`src/rtl/led_bus_arbiter.sv`:
```
// Round-robin LED/PMOD bus arbiter with a tick-based minimum ownership slot.
// Define LED_ARB_BLANK_EN to stretch the inter-owner blank until the next prescaler tick.
module led_bus_arbiter #(
    parameter int               NREQ         = 4,
    parameter int               WIDTH        = 8,
    parameter int               DIV          = 22,
    parameter int               HOLD         = 4,
    parameter logic [WIDTH-1:0] IDLE_PATTERN = '0
) (
    input  logic                  CLK,
    input  logic                  RST,
    input  logic [NREQ-1:0]       REQ,
    input  logic [NREQ*WIDTH-1:0] PAT,
    output logic [NREQ-1:0]       GNT,
    output logic [WIDTH-1:0]      OUT,
    output logic                  TICK,
    output logic                  BUSY
);
    localparam int PW = (NREQ > 1) ? $clog2(NREQ) : 1;
    localparam int HW = $clog2(HOLD + 1);

    typedef enum logic [1:0] {S_IDLE, S_OWN, S_GAP} state_t;

    state_t           state;
    logic [DIV-1:0]   presc;
    logic [DIV-1:0]   presc_nxt;
    logic [HW-1:0]    hold;
    logic [PW-1:0]    ptr;
    logic [PW-1:0]    owner;
    logic [PW-1:0]    pick;
    logic [PW-1:0]    idx;
    logic             pick_valid;
    logic             gap_done;
    logic             start;
    logic             preempt;
    logic             release_bus;
    logic [WIDTH-1:0] pat_arr [NREQ];

    for (genvar i = 0; i < NREQ; i++) begin : g_pat
        assign pat_arr[i] = PAT[i*WIDTH +: WIDTH];
    end

    assign presc_nxt = presc + 1'b1;

    // TICK is registered so it is high in exactly the cycle the prescaler reads all-ones.
    always_ff @(posedge CLK or posedge RST) begin
        if (RST) begin
            presc <= '0;
            TICK  <= 1'b0;
        end else begin
            // NOTE: non-blocking assignments in clocked blocks so every register samples pre-edge values.
            presc <= presc_nxt;
            TICK  <= (presc_nxt == '1);
        end
    end

    always_comb begin
        // NOTE: every variable gets a default first, so no path leaves one unassigned (no latch).
        pick_valid = 1'b0;
        pick       = ptr;
        idx        = ptr;
        for (int k = 0; k < NREQ; k++) begin
            idx = (idx == PW'(NREQ - 1)) ? '0 : idx + 1'b1;
            if (!pick_valid && REQ[idx]) begin
                pick_valid = 1'b1;
                pick       = idx;
            end
        end
    end

`ifdef LED_ARB_BLANK_EN
    assign gap_done = TICK;
`else
    assign gap_done = 1'b1;
`endif

    assign start       = (state == S_IDLE) || ((state == S_GAP) && gap_done);
    assign release_bus = !REQ[owner];
    // With a single requester REQ & ~GNT is always zero, so preemption never fires.
    assign preempt     = (hold == HW'(HOLD)) && ((REQ & ~GNT) != '0);

    always_ff @(posedge CLK or posedge RST) begin
        if (RST) begin
            state <= S_IDLE;
            ptr   <= PW'(NREQ - 1);
            owner <= '0;
            hold  <= '0;
            GNT   <= '0;
            OUT   <= IDLE_PATTERN;
            BUSY  <= 1'b0;
        end else begin
            case (state)
                S_OWN: begin
                    if (release_bus || preempt) begin
                        state <= S_GAP;
                        GNT   <= '0;
                        OUT   <= IDLE_PATTERN;
                        BUSY  <= 1'b0;
                    end else begin
                        OUT <= pat_arr[owner];
                        if (TICK && (hold != HW'(HOLD))) begin
                            hold <= hold + 1'b1;
                        end
                    end
                end
                default: begin
                    if (start) begin
                        if (pick_valid) begin
                            state <= S_OWN;
                            owner <= pick;
                            ptr   <= pick;
                            hold  <= '0;
                            GNT   <= NREQ'(1) << pick;
                            OUT   <= pat_arr[pick];
                            BUSY  <= 1'b1;
                        end else begin
                            state <= S_IDLE;
                        end
                    end
                end
            endcase
        end
    end
endmodule
```
`config.mk`:
```
export PLATFORM = sky130hd
export DESIGN_NAME = led_bus_arbiter
export DESIGN_NICKNAME = d
export VERILOG_FILES = /design/src/rtl/led_bus_arbiter.sv
export SDC_FILE = /design/constraint.sdc
export NUM_CORES = 1
export LEC_CHECK = 0
export ABC_AREA = 1
export BUFFER_PORTS_ARGS = -buffer_cell sky130_fd_sc_hd__buf_2
export CAP_MARGIN = 25
export CORE_MARGIN = 5
export CORE_UTILIZATION = 40
export DETAILED_ROUTE_END_ITERATION = 8
export PLACE_DENSITY = 0.69
export SYNTH_ARGS = -nofsm -noshare
export SYNTH_HDL_FRONTEND = slang
export SYNTH_SLANG_ARGS = --single-unit
```
`constraint.sdc`:
```
create_clock -name CLK -period 5.8 [get_ports CLK]
set_clock_uncertainty 0.2 [all_clocks]
set_input_delay 0.58 -clock CLK [delete_from_list [all_inputs] [get_ports CLK]]
set_output_delay 0.58 -clock CLK [all_outputs]
set_load 0.01 [all_outputs]
```
==> results of run 1 <==
-- how the worst min path moves through the flow --
| stage | endpoint | slack, ps | startpoint | cells past startpoint |
|---|---|---|---|---|
| after floorplan | presc[0] | 240 | presc[0] | 1 |
| after global placement | presc[0] | 270 | presc[0] | 1 |
| after detailed placement | OUT[7] | 270 | OUT[7] | 2 |
| after CTS | presc[9] | 210 | RST | 3 |
| after global routing | presc[11] | 230 | RST | 3 |
| final | presc[11] | 200 | RST | 3 |
-- worst min-delay path: cells and delay by family --
family,cells,cell delay (ps)
buffers and inverters,3,590
-- area by class of cell --
type	instances	area share
multi-input combinational	362	0.495
sequential	45	0.313
timing repair buffer	52	0.0729
inverter	54	0.0580
tap	102	0.0354
clock buffer	5	0.0191
clock inverter	3	0.00694
-- through the flow --
| stage | utilization | instances | cell area (sq um) | power (uW) |
|---|---|---|---|---|
| finish | 0.464 | 623 | 3600 | 2230 |
| global placement | 0.452 | 615 | 3510 | 2000 |
| CTS | 0.464 | 623 | 3600 | 2230 |
| floorplan | - | 472 | 3200 | 1760 |
| global route | 0.464 | 623 | 3600 | 2480 |
| detailed placement | 0.452 | 615 | 3510 | 2020 |
-- routing by layer --
metal  global-route usage  routed length, microns  share of wire  vias to the layer above
met5                    0                       0              0                        -
li1                     -                       -              -                     1631
met4               0.0389                      58         0.0072                        0
met1                0.215                    3600           0.45                     1476
met2                0.291                    3890           0.48                       93
met3               0.0302                     535          0.066                        8
-- cell families (layout without fill, tap and decap cells) --
| kind of cell | Yosys count | after routing |
|---|---|---|
| compound gates | 58 | 58 |
| flops | 45 | 45 |
| xor+xnor | 8 | 8 |
| buf+inv | 65 | 114 |
| simple gates | 291 | 291 |
| fa+ha+maj | 5 | 5 |
-- cell usage in the layout, fill, tap and decap left out, types with 3 or more instances in the layout --
cell type and count:
a21oi_1 11, dfrtp_1 43, nand2_1 162, buf_2 51, inv_2 6, nand3_1 53
nand4_1 9, nor2_1 37, inv_1 44, inv_6 3, o22ai_1 11, nand2_2 11
xor2_1 7, clkbuf_8 5, nand2_4 4, ha_1 5, o21ai_0 28
-- flip-flops by register name (all words and copies together) (netlist names) --
name	cells
state	2
ptr	2
GNT	4
hold	3
BUSY	1
owner	2
OUT	8
TICK	1
presc	22
-- power breakdown --
group / internal (uW) / total (uW) / switching (uW)
logic: 485 / 1560 / 1080
registers: 391 / 465 / 73.8
clock network: 87.9 / 203 / 115
==> out/summary.md, run 1 <==
Run status
• finished, final reports clean — run status

Floorplanning
• 0.412 — starting utilization of the core area
• 52 — Ports
• 99.5 microns — width of the die
• 7770 sq um — Placeable Area
• 9890 sq um — overall die area
• 32 — Row Count
• 99.5 microns — die outline height

Yosys
• 0.102 — area fraction in compound gates after synthesis
• 1.00 — Synth async-reset ratio
• 42 — number of library cell types mapped by synthesis
• 0.336 — area share of the largest cell type after synthesis
• simple AND/OR/NAND/NOR gates — largest family of logic cells by synthesized area
• nand2_1 — cell with the most instances after synthesis
• dfrtp_1 (34%), nand2_1 (19%), nand3_1 (8.3%), inv_1 (5.3%), o21ai_0 (4.4%) — Synth area leaders
• 0.0219 — parity-gate share of the synthesized area counting xor and xnor cells
• 0.353 — fraction of the yosys area taken by sequential cells
• 0 — number of enable-type register cells in the synthesized netlist
• 6.78 sq um — Mapped Avg Cell Area
• nand2_1 (162), nand3_1 (53), inv_1 (45), dfrtp_1 (43), nor2_1 (37) — most numerous cell types in the synthesized netlist
• dfrtp_1 — Main synth FF type
• 515 — synthesized netlist net count
• 0 — mux share of post-synthesis cell area
• dfrtp_1 — cell accounting for the most synthesized area
• 0.0195 — synthesized-area fraction occupied by adder cells
• 0 — Warnings, synthesis
• 3200 sq um — netlist area before placement
• 0.414 — simple-gate area share of the yosys netlist
• 472 — number of instances in the synthesized netlist
• 45 — number of storage elements in the synthesis netlist

Job
• 0 — Max-cap violations

Cells and area
• 0 — n_diodes
• 563 — nets@finish
• 0.184 — fraction of layout cells with a size suffix above 1
• 814 — fill cell total of the finished layout
• 1780 sq um — area taken by multi-input logic gates
• 1130 sq um — area occupied by registers
• 12.6% — synthesis-to-layout area growth

Global routing
• 0 — remaining global-route overflow
• 0 — initial antenna violation count
• 3,070 — vias in the first global route
• 0.167 — overall routing resource usage
• 46 — pin count of the biggest net entering global routing
• 13,800 microns — global-route wire length before repair

STA
• 856 ps — transition time at the pin with the least slew margin
• 0 — number of failing hold endpoints at the final stage
• 2710 ps — worst setup slack after layout
• 199 ps — Min Hold Slack
• no — setup repair after global routing missed its margin
• 0.532 — post-route clock period utilization
• 3090 ps — Final Critical Period
• 0 ps — setup tns final
• 0 — # setup viols final
• 324 MHz — Peak Freq
• 0 — final-report max-slew violation count
• 0.427 — Relative slew margins

Clocking
• 2 — buffer levels on the longest clock path
• 300 ps — clock latency on the worst-skew pair
• 2 — H-tree Lvls
• 0 — number of resized instances in the post-cts repair step
• clkbuf_8 — clock root buffer
• 5 — TritonCTS buffer count
• 90 ps — register clock-pin slew on the reported worst setup and hold paths
• 0 — post-cts hold buffer count
• yes — CTS tree
• 0 — number of setup buffers added after CTS
• 45 — clock sink count

Placement
• 2740 ps — Worst Setup Slack post-DPL
• 51 — port buffer count
• 0.927 — routability-driven placement congestion ratio
• 6210 microns — HPWL reported at the end of detailed placement

Routing
• 13.0 microns — routed length per instance
• 5.15 — post-DR vias/cell
• 0 — DR DRC count
• 5 — number of search-and-repair iterations in the first detailed-routing pass
• 8080 microns — WL final
• 135 — DRT iter0 DRCs
• 3,208 — vias after detailed routing
• 0 — post-detailed-route count of antenna-violating nets

Power and ir drop
• 619 nW/um^2 — power per cell area
• 267 uV — peak supply drop
• 0.00199 uW — static leakage

Worst setup path
• ptr[0] — first element of the critical path
• flop — type of origin of the critical path
• OUT[4] — end of the worst register-to-register path
• 710 ps — largest incremental delay on the critical path
• flop — Crit. End Element
• nand2_1 — Most common cell on crit path
• 5790 ps — worst path required time
• flop to flop — Crit Path Class
• simple AND/OR/NAND/NOR gates — Top Family by Delay on Critical Path
• 13 — top fanout value on the critical path
• 2710 ps — setup slack of the worst register-to-register path
• 3080 ps — Worst Path Arrival
• 15 — worst-case reg-to-reg path depth
• dfstp_2 — slowest cell on the critical path
• 15 — Worst path depth
• 2 — worst path buffer plus inverter count
• ptr[0] — R2R Path Start
• ha_1 > inv_1 > nand2_1 > nand3_2 > nand2_4 > nor2_8 > nand2_1 > nand3_1 > nand2_1 > a21oi_2 > inv_2 > nand2_1 > nand3_1 > nand2_1 > nand2_1 — chain of cells forming the critical path
• OUT[4] — capturing instance or port of the critical path

Hold path
• input pin to asynchronous set/reset pin — Tightest Hold Check Type

No activity file was read; power rests on OpenSTA's default activity.
==> run 2, diff against run 1 <==
--- a/config.mk
+++ b/config.mk
@@ -5,13 +5,13 @@
 export SDC_FILE = /design/constraint.sdc
 export NUM_CORES = 1
 export LEC_CHECK = 0
-export ABC_AREA = 1
+export ABC_AREA = 0
 export BUFFER_PORTS_ARGS = -buffer_cell sky130_fd_sc_hd__buf_2
 export CAP_MARGIN = 25
 export CORE_MARGIN = 5
 export CORE_UTILIZATION = 40
 export DETAILED_ROUTE_END_ITERATION = 8
-export PLACE_DENSITY = 0.69
+export PLACE_DENSITY = 0.72
 export SYNTH_ARGS = -nofsm -noshare
 export SYNTH_HDL_FRONTEND = slang
 export SYNTH_SLANG_ARGS = --single-unit
==> constraint.sdc (replaced) <==
create_clock -name CLK -period 2.55 [get_ports CLK]
set_clock_uncertainty 0.2 [all_clocks]
set_input_delay 0.255 -clock CLK [delete_from_list [all_inputs] [get_ports CLK]]
set_output_delay 0.255 -clock CLK [all_outputs]
set_load 0.01 [all_outputs]
==> out/summary.md, run 2 <==
Yosys
• dfrtp_1 — cell with the most instances after synthesis
• 1.00 — Synth async-reset ratio
• 273 — number of instances in the synthesized netlist
• 0 — number of enable-type register cells in the synthesized netlist
• 316 — synthesized netlist net count
• 2830 sq um — netlist area before placement
• dfrtp_1 — cell accounting for the most synthesized area
• 10.4 sq um — Mapped Avg Cell Area
• 0.399 — fraction of the yosys area taken by sequential cells
• dfrtp_1 (38%), mux4_2 (8.0%), mux2i_1 (7.4%), xnor2_1 (4.0%), nand2_1 (2.8%) — Synth area leaders
• 51 — number of library cell types mapped by synthesis
• 0 — Warnings, synthesis
• dfrtp_1 — Main synth FF type
• 0.381 — area share of the largest cell type after synthesis
• dfrtp_1 (43), mux2i_1 (21), nand2_1 (21), inv_1 (16), nor2_1 (15) — most numerous cell types in the synthesized netlist
• 45 — number of storage elements in the synthesis netlist

Cells and area
• 615 — fill cell total of the finished layout
• 0.390 — fraction of layout cells with a size suffix above 1
• buf_2 — commonest non-fill, non-tap cell in the layout
• 33.3% — synthesis-to-layout area growth
• 22 — Largest register FFs
• 404 — nets@finish
• 0.552 — post-route core utilization
• 0 — n_diodes
• presc x22, OUT x8, GNT x4 — Top Registers
• presc — top register by number of flip-flops
• buf_2 (51), dfrtp_1 (43), buf_4 (30) — commonest cells after routing, fill and taps aside

Floorplanning
• 94.1 microns — die outline height
• 0.414 — starting utilization of the core area
• 30 — Row Count
• 8850 sq um — overall die area
• 52 — Ports
• 94.1 microns — width of the die
• 6830 sq um — Placeable Area

Clocking
• yes — CTS tree
• 80 ps — register clock-pin slew on the reported worst setup and hold paths
• clkbuf_8 — clock root buffer
• 2 — H-tree Lvls
• 45 — clock sink count
• 5 — TritonCTS buffer count
• 2 — buffer levels on the longest clock path
• 300 ps — clock latency on the worst-skew pair

Worst setup path
• flop to flop — Crit Path Class
• -250 ps — setup slack of the worst register-to-register path
• 9 — top fanout value on the critical path
• 11 — worst-case reg-to-reg path depth
• flop — Crit. End Element
• 2770 ps — Worst Path Arrival
• ptr[0] — R2R Path Start
• 2520 ps — worst path required time
• OUT[2] — end of the worst register-to-register path
• flop — type of origin of the critical path

STA
• 16 — # setup viols final
• -249 ps — worst setup slack after layout
• 1.10 — post-route clock period utilization
• 357 MHz — Peak Freq
• 75.2 ps — Min Hold Slack
• 739 ps — transition time at the pin with the least slew margin
• 0 — number of failing hold endpoints at the final stage
• 0.505 — Relative slew margins
• 2800 ps — Final Critical Period
• 0 — final-report max-slew violation count
• yes — setup repair after global routing missed its margin

Hold path
• input pin to flop — Tightest Hold Check Type
• 3 — worst hold path depth
• OUT[7] — hold-critical path endpoint
• PAT[15] — Hold Path Origin

Routing
• 0 — DR DRC count
• 15.8 microns — routed length per instance
• 5.41 — post-DR vias/cell
• 4 — number of search-and-repair iterations in the first detailed-routing pass
• 72 — DRT iter0 DRCs
• 7220 microns — WL final
• 2,476 — vias after detailed routing
• 0 — post-detailed-route count of antenna-violating nets

Run status
• finished, violations left — run status
• setup timing — failing checks

Job
• 0 — Max-cap violations

Global routing
• 46 — pin count of the biggest net entering global routing
• 2,472 — vias in the first global route
• 0 — remaining global-route overflow
• 11,300 microns — global-route wire length before repair
• 0.159 — overall routing resource usage
• 0 — initial antenna violation count

Power and ir drop
• 440 uV — peak supply drop
• 0.00176 uW — static leakage
• 1170 nW/um^2 — power per cell area
• 4390 uW — final total power

Placement
• 5120 microns — HPWL reported at the end of detailed placement
• 51 — port buffer count
• 0.923 — routability-driven placement congestion ratio

run 2: cell count changes after synthesis, sizes merged, moves of 21 or more:
cell	previous run	this run
nor2	40	15
nand3	57	14
mux2i	0	21
inv	52	16
o21ai	31	9
nand2	177	21
run 2: per-layer routing:
| layer | global-route usage | wire [microns] | vias up |
|---|---|---|---|
| met5 | 0 | 0 | - |
| met4 | 0.0517 | 57 | 0 |
| met3 | 0.0353 | 313 | 7 |
| met2 | 0.271 | 3670 | 49 |
| met1 | 0.199 | 3180 | 1240 |
| li1 | - | - | 1180 |
run 2: worst max-delay path, cell delays in order, from the launching register on:
cell and delay [ps]:
dfstp_2 570, ha_4 240, buf_6 130, buf_4 130
nand3b_1 200, o31ai_4 120, nor3_4 80, buf_6 140
a32oi_4 310, buf_12 180, mux2i_1 220, o221ai_1 130
run 2: cell type report:
type	count	area [sq um]	area share
Sequential cell	45	1130	0.299
Inverter	16	60.1	0.0159
Clock buffer	7	76.3	0.0203
Multi-Input combinational cell	202	1760	0.467
Timing Repair Buffer	91	614	0.163
Tap cell	96	120	0.0319
Clock inverter	1	7.51	0.00199
run 2: timing repair:
action / in CTS / in global routing
gates resized for setup: 9 / 29
endpoints found under the setup margin: 16 / 19
pin swaps: 2 / 9
gates cloned: 1 / 0
hold buffers: 1 / 0
hold endpoints to repair: 43 / 0
setup buffers: 3 / 7
run 2: worst max-delay path by stage:
stage,from,to,slack [ps],depth (start not counted)
global placement,ptr[0],OUT[4],-180,9
detailed placement,ptr[0],OUT[4],-270,9
floorplan,ptr[0],OUT[0],-100,10
global route,ptr[0],OUT[3],-370,12
CTS,ptr[1],OUT[1],-230,10
finish,ptr[0],OUT[2],-250,11
run 2: cells by family (layout without fill, tap and decap cells):
group | after synthesis | after routing | synth area share
AO/OA/AOI/OAI | 52 | 52 | 0.129
AND/OR/NAND/NOR | 92 | 92 | 0.185
adder cells (fa/ha/maj) | 5 | 5 | 0.0221
buffers and inverters | 26 | 115 | 0.0411
XOR/XNOR | 21 | 21 | 0.0650
multiplexers | 32 | 32 | 0.158
flip-flops | 45 | 45 | 0.399
run 2: where the power goes:
group          internal (uW)  total, uW  switching (uW)
logic                   1640       3020            1380
registers                846        939            92.4
clock network            194        434             240
run 2: metrics by stage:
step | area, sq um | TNS [ps] | setup slack (ps) | std cells
detailed placement | 3400 | -3380 | -274 | 439
finish | 3770 | -2810 | -249 | 458
floorplan | 2850 | -883 | -101 | 273
global route | 3770 | -4280 | -371 | 458
global placement | 3400 | -1880 | -180 | 439
CTS | 3590 | -2500 | -229 | 452
==> run 3, diff against run 2 <==
==> constraint.sdc (replaced) <==
create_clock -name CLK -period 2.55 [get_ports CLK]
set_clock_uncertainty 0.2 [all_clocks]
set_input_delay 0.51 -clock CLK [delete_from_list [all_inputs] [get_ports CLK]]
set_output_delay 0.51 -clock CLK [all_outputs]
set_load 0.01 [all_outputs]
==> out/summary.md, run 3 (synthesized netlist as in run 2, its figures left out) <==
Run status
• finished, violations left — run status
• setup timing — failing checks

Worst setup path
• flop — type of origin of the critical path
• 2520 ps — worst path required time
• OUT[0] — end of the worst register-to-register path
• ptr[0] — first element of the critical path
• 2660 ps — Worst Path Arrival
• -140 ps — setup slack of the worst register-to-register path
• 20 — top fanout value on the critical path
• 10 — worst-case reg-to-reg path depth
• ptr[0] — R2R Path Start
• OUT[0] — capturing instance or port of the critical path
• flop to flop — Crit Path Class
• flop — Crit. End Element

Cells and area
• 398 — nets@finish
• 0 — n_diodes
• 3630 sq um — design area
• 452 — Post-Layout Cell Count
• presc — top register by number of flip-flops
• 22 — Largest register FFs
• 28.2% — synthesis-to-layout area growth
• buf_2 (51), dfrtp_1 (43), buf_4 (30) — commonest cells after routing, fill and taps aside
• 0.371 — fraction of layout cells with a size suffix above 1
• presc x22, OUT x8, GNT x4 — Top Registers
• buf_2 — commonest non-fill, non-tap cell in the layout

Routing
• 0 — post-detailed-route count of antenna-violating nets
• 4 — number of search-and-repair iterations in the first detailed-routing pass
• 6760 microns — WL final
• 5.33 — post-DR vias/cell
• 14.9 microns — routed length per instance
• 60 — DRT iter0 DRCs
• 2,410 — vias after detailed routing
• 0 — DR DRC count

Clocking
• 5 — TritonCTS buffer count
• clkbuf_8 — clock root buffer
• 2 — buffer levels on the longest clock path
• 45 — clock sink count
• 90 ps — register clock-pin slew on the reported worst setup and hold paths
• 300 ps — clock latency on the worst-skew pair
• 2 — H-tree Lvls
• yes — CTS tree

Global routing
• 0.160 — overall routing resource usage
• 2,553 — vias in the first global route
• 0 — initial antenna violation count
• 46 — pin count of the biggest net entering global routing
• 11,500 microns — global-route wire length before repair
• 0 — remaining global-route overflow

Floorplanning
• 8850 sq um — overall die area
• 6830 sq um — Placeable Area
• 94.1 microns — width of the die
• 52 — Ports
• 30 — Row Count
• 0.414 — starting utilization of the core area
• 94.1 microns — die outline height

STA
• 0.622 — Relative slew margins
• 372 MHz — Peak Freq
• 0 — number of failing hold endpoints at the final stage
• 8 — # setup viols final
• 136 ps — Min Hold Slack
• 0 — final-report max-slew violation count
• 1.05 — post-route clock period utilization
• yes — setup repair after global routing missed its margin
• -950 ps — setup tns final
• 567 ps — transition time at the pin with the least slew margin
• 2690 ps — Final Critical Period
• -138 ps — worst setup slack after layout

Placement
• 5100 microns — HPWL reported at the end of detailed placement
• 0.880 — routability-driven placement congestion ratio
• 3430 sq um — area post-placement
• 51 — port buffer count
• -194 ps — Worst Setup Slack post-DPL
• 442 — Placed Cells

Power and ir drop
• 0.00169 uW — static leakage
• 591 uV — peak supply drop
• 1080 nW/um^2 — power per cell area

Hold path
• input pin to asynchronous set/reset pin — Tightest Hold Check Type

Job
• 0 — Max-cap violations

-- run 3: area by class of cell --
cell class	count	area, sq um
Tap cell	96	120
Clock inverter	2	13.8
Multi-Input combinational cell	202	1690
Timing Repair Buffer	85	534
Sequential cell	45	1130
Inverter	16	60.1
Clock buffer	6	82.6
Fill cell	619	3210
-- run 3: report_power, final --
group,internal (uW),total [uW],leakage [uW],switching [uW]
Clock,220,473,0.0000512,252
Sequential,846,942,0.000580,96.2
Combinational,1330,2500,0.00106,1180
Total,2390,3920,0.00169,1530
-- run 3: routing by layer --
metal  vias to the layer above  GRT usage  routed length (microns)
met5                         -          0                        0
met3                         5     0.0280                      291
met2                        53      0.280                     3420
met4                         0     0.0301                       46
li1                       1168          -                        -
met1                      1184      0.207                     2990
-- run 3: repair_timing --
action	4_1_cts	5_1_grt
pin swaps	1	2
endpoints found under the setup margin	14	17
gates resized for setup	10	10
hold buffers	0	0
setup buffers	0	2
-- run 3: worst min-delay path by stage --
stage / from / endpoint / slack (ps) / depth (start not counted)
after global placement: presc[14] / presc[14] / 270 / 1
after CTS: RST / GNT[3] / 160 / 3
final: RST / presc[14] / 140 / 3
after floorplan: presc[14] / presc[14] / 250 / 1
after global routing: RST / presc[21] / 190 / 3
after detailed placement: presc[14] / presc[14] / 280 / 1
-- run 3: worst max-delay path, cell delays in order, from the launching register on --
cell and delay [ps]:
dfstp_2 570, ha_4 230, buf_6 120, mux2i_1 130
mux2_4 200, nand3_1 80, a31o_2 220, a32oi_2 250
buf_12 210, mux2i_1 210, o221ai_1 140
-- run 3: metrics by stage --
step / total power (uW) / utilization
after global placement: 3210 / 0.502
after detailed placement: 3230 / 0.502
final: 3920 / 0.531
after CTS: 3810 / 0.521
after floorplan: 2530 / -
after global routing: 4190 / 0.531
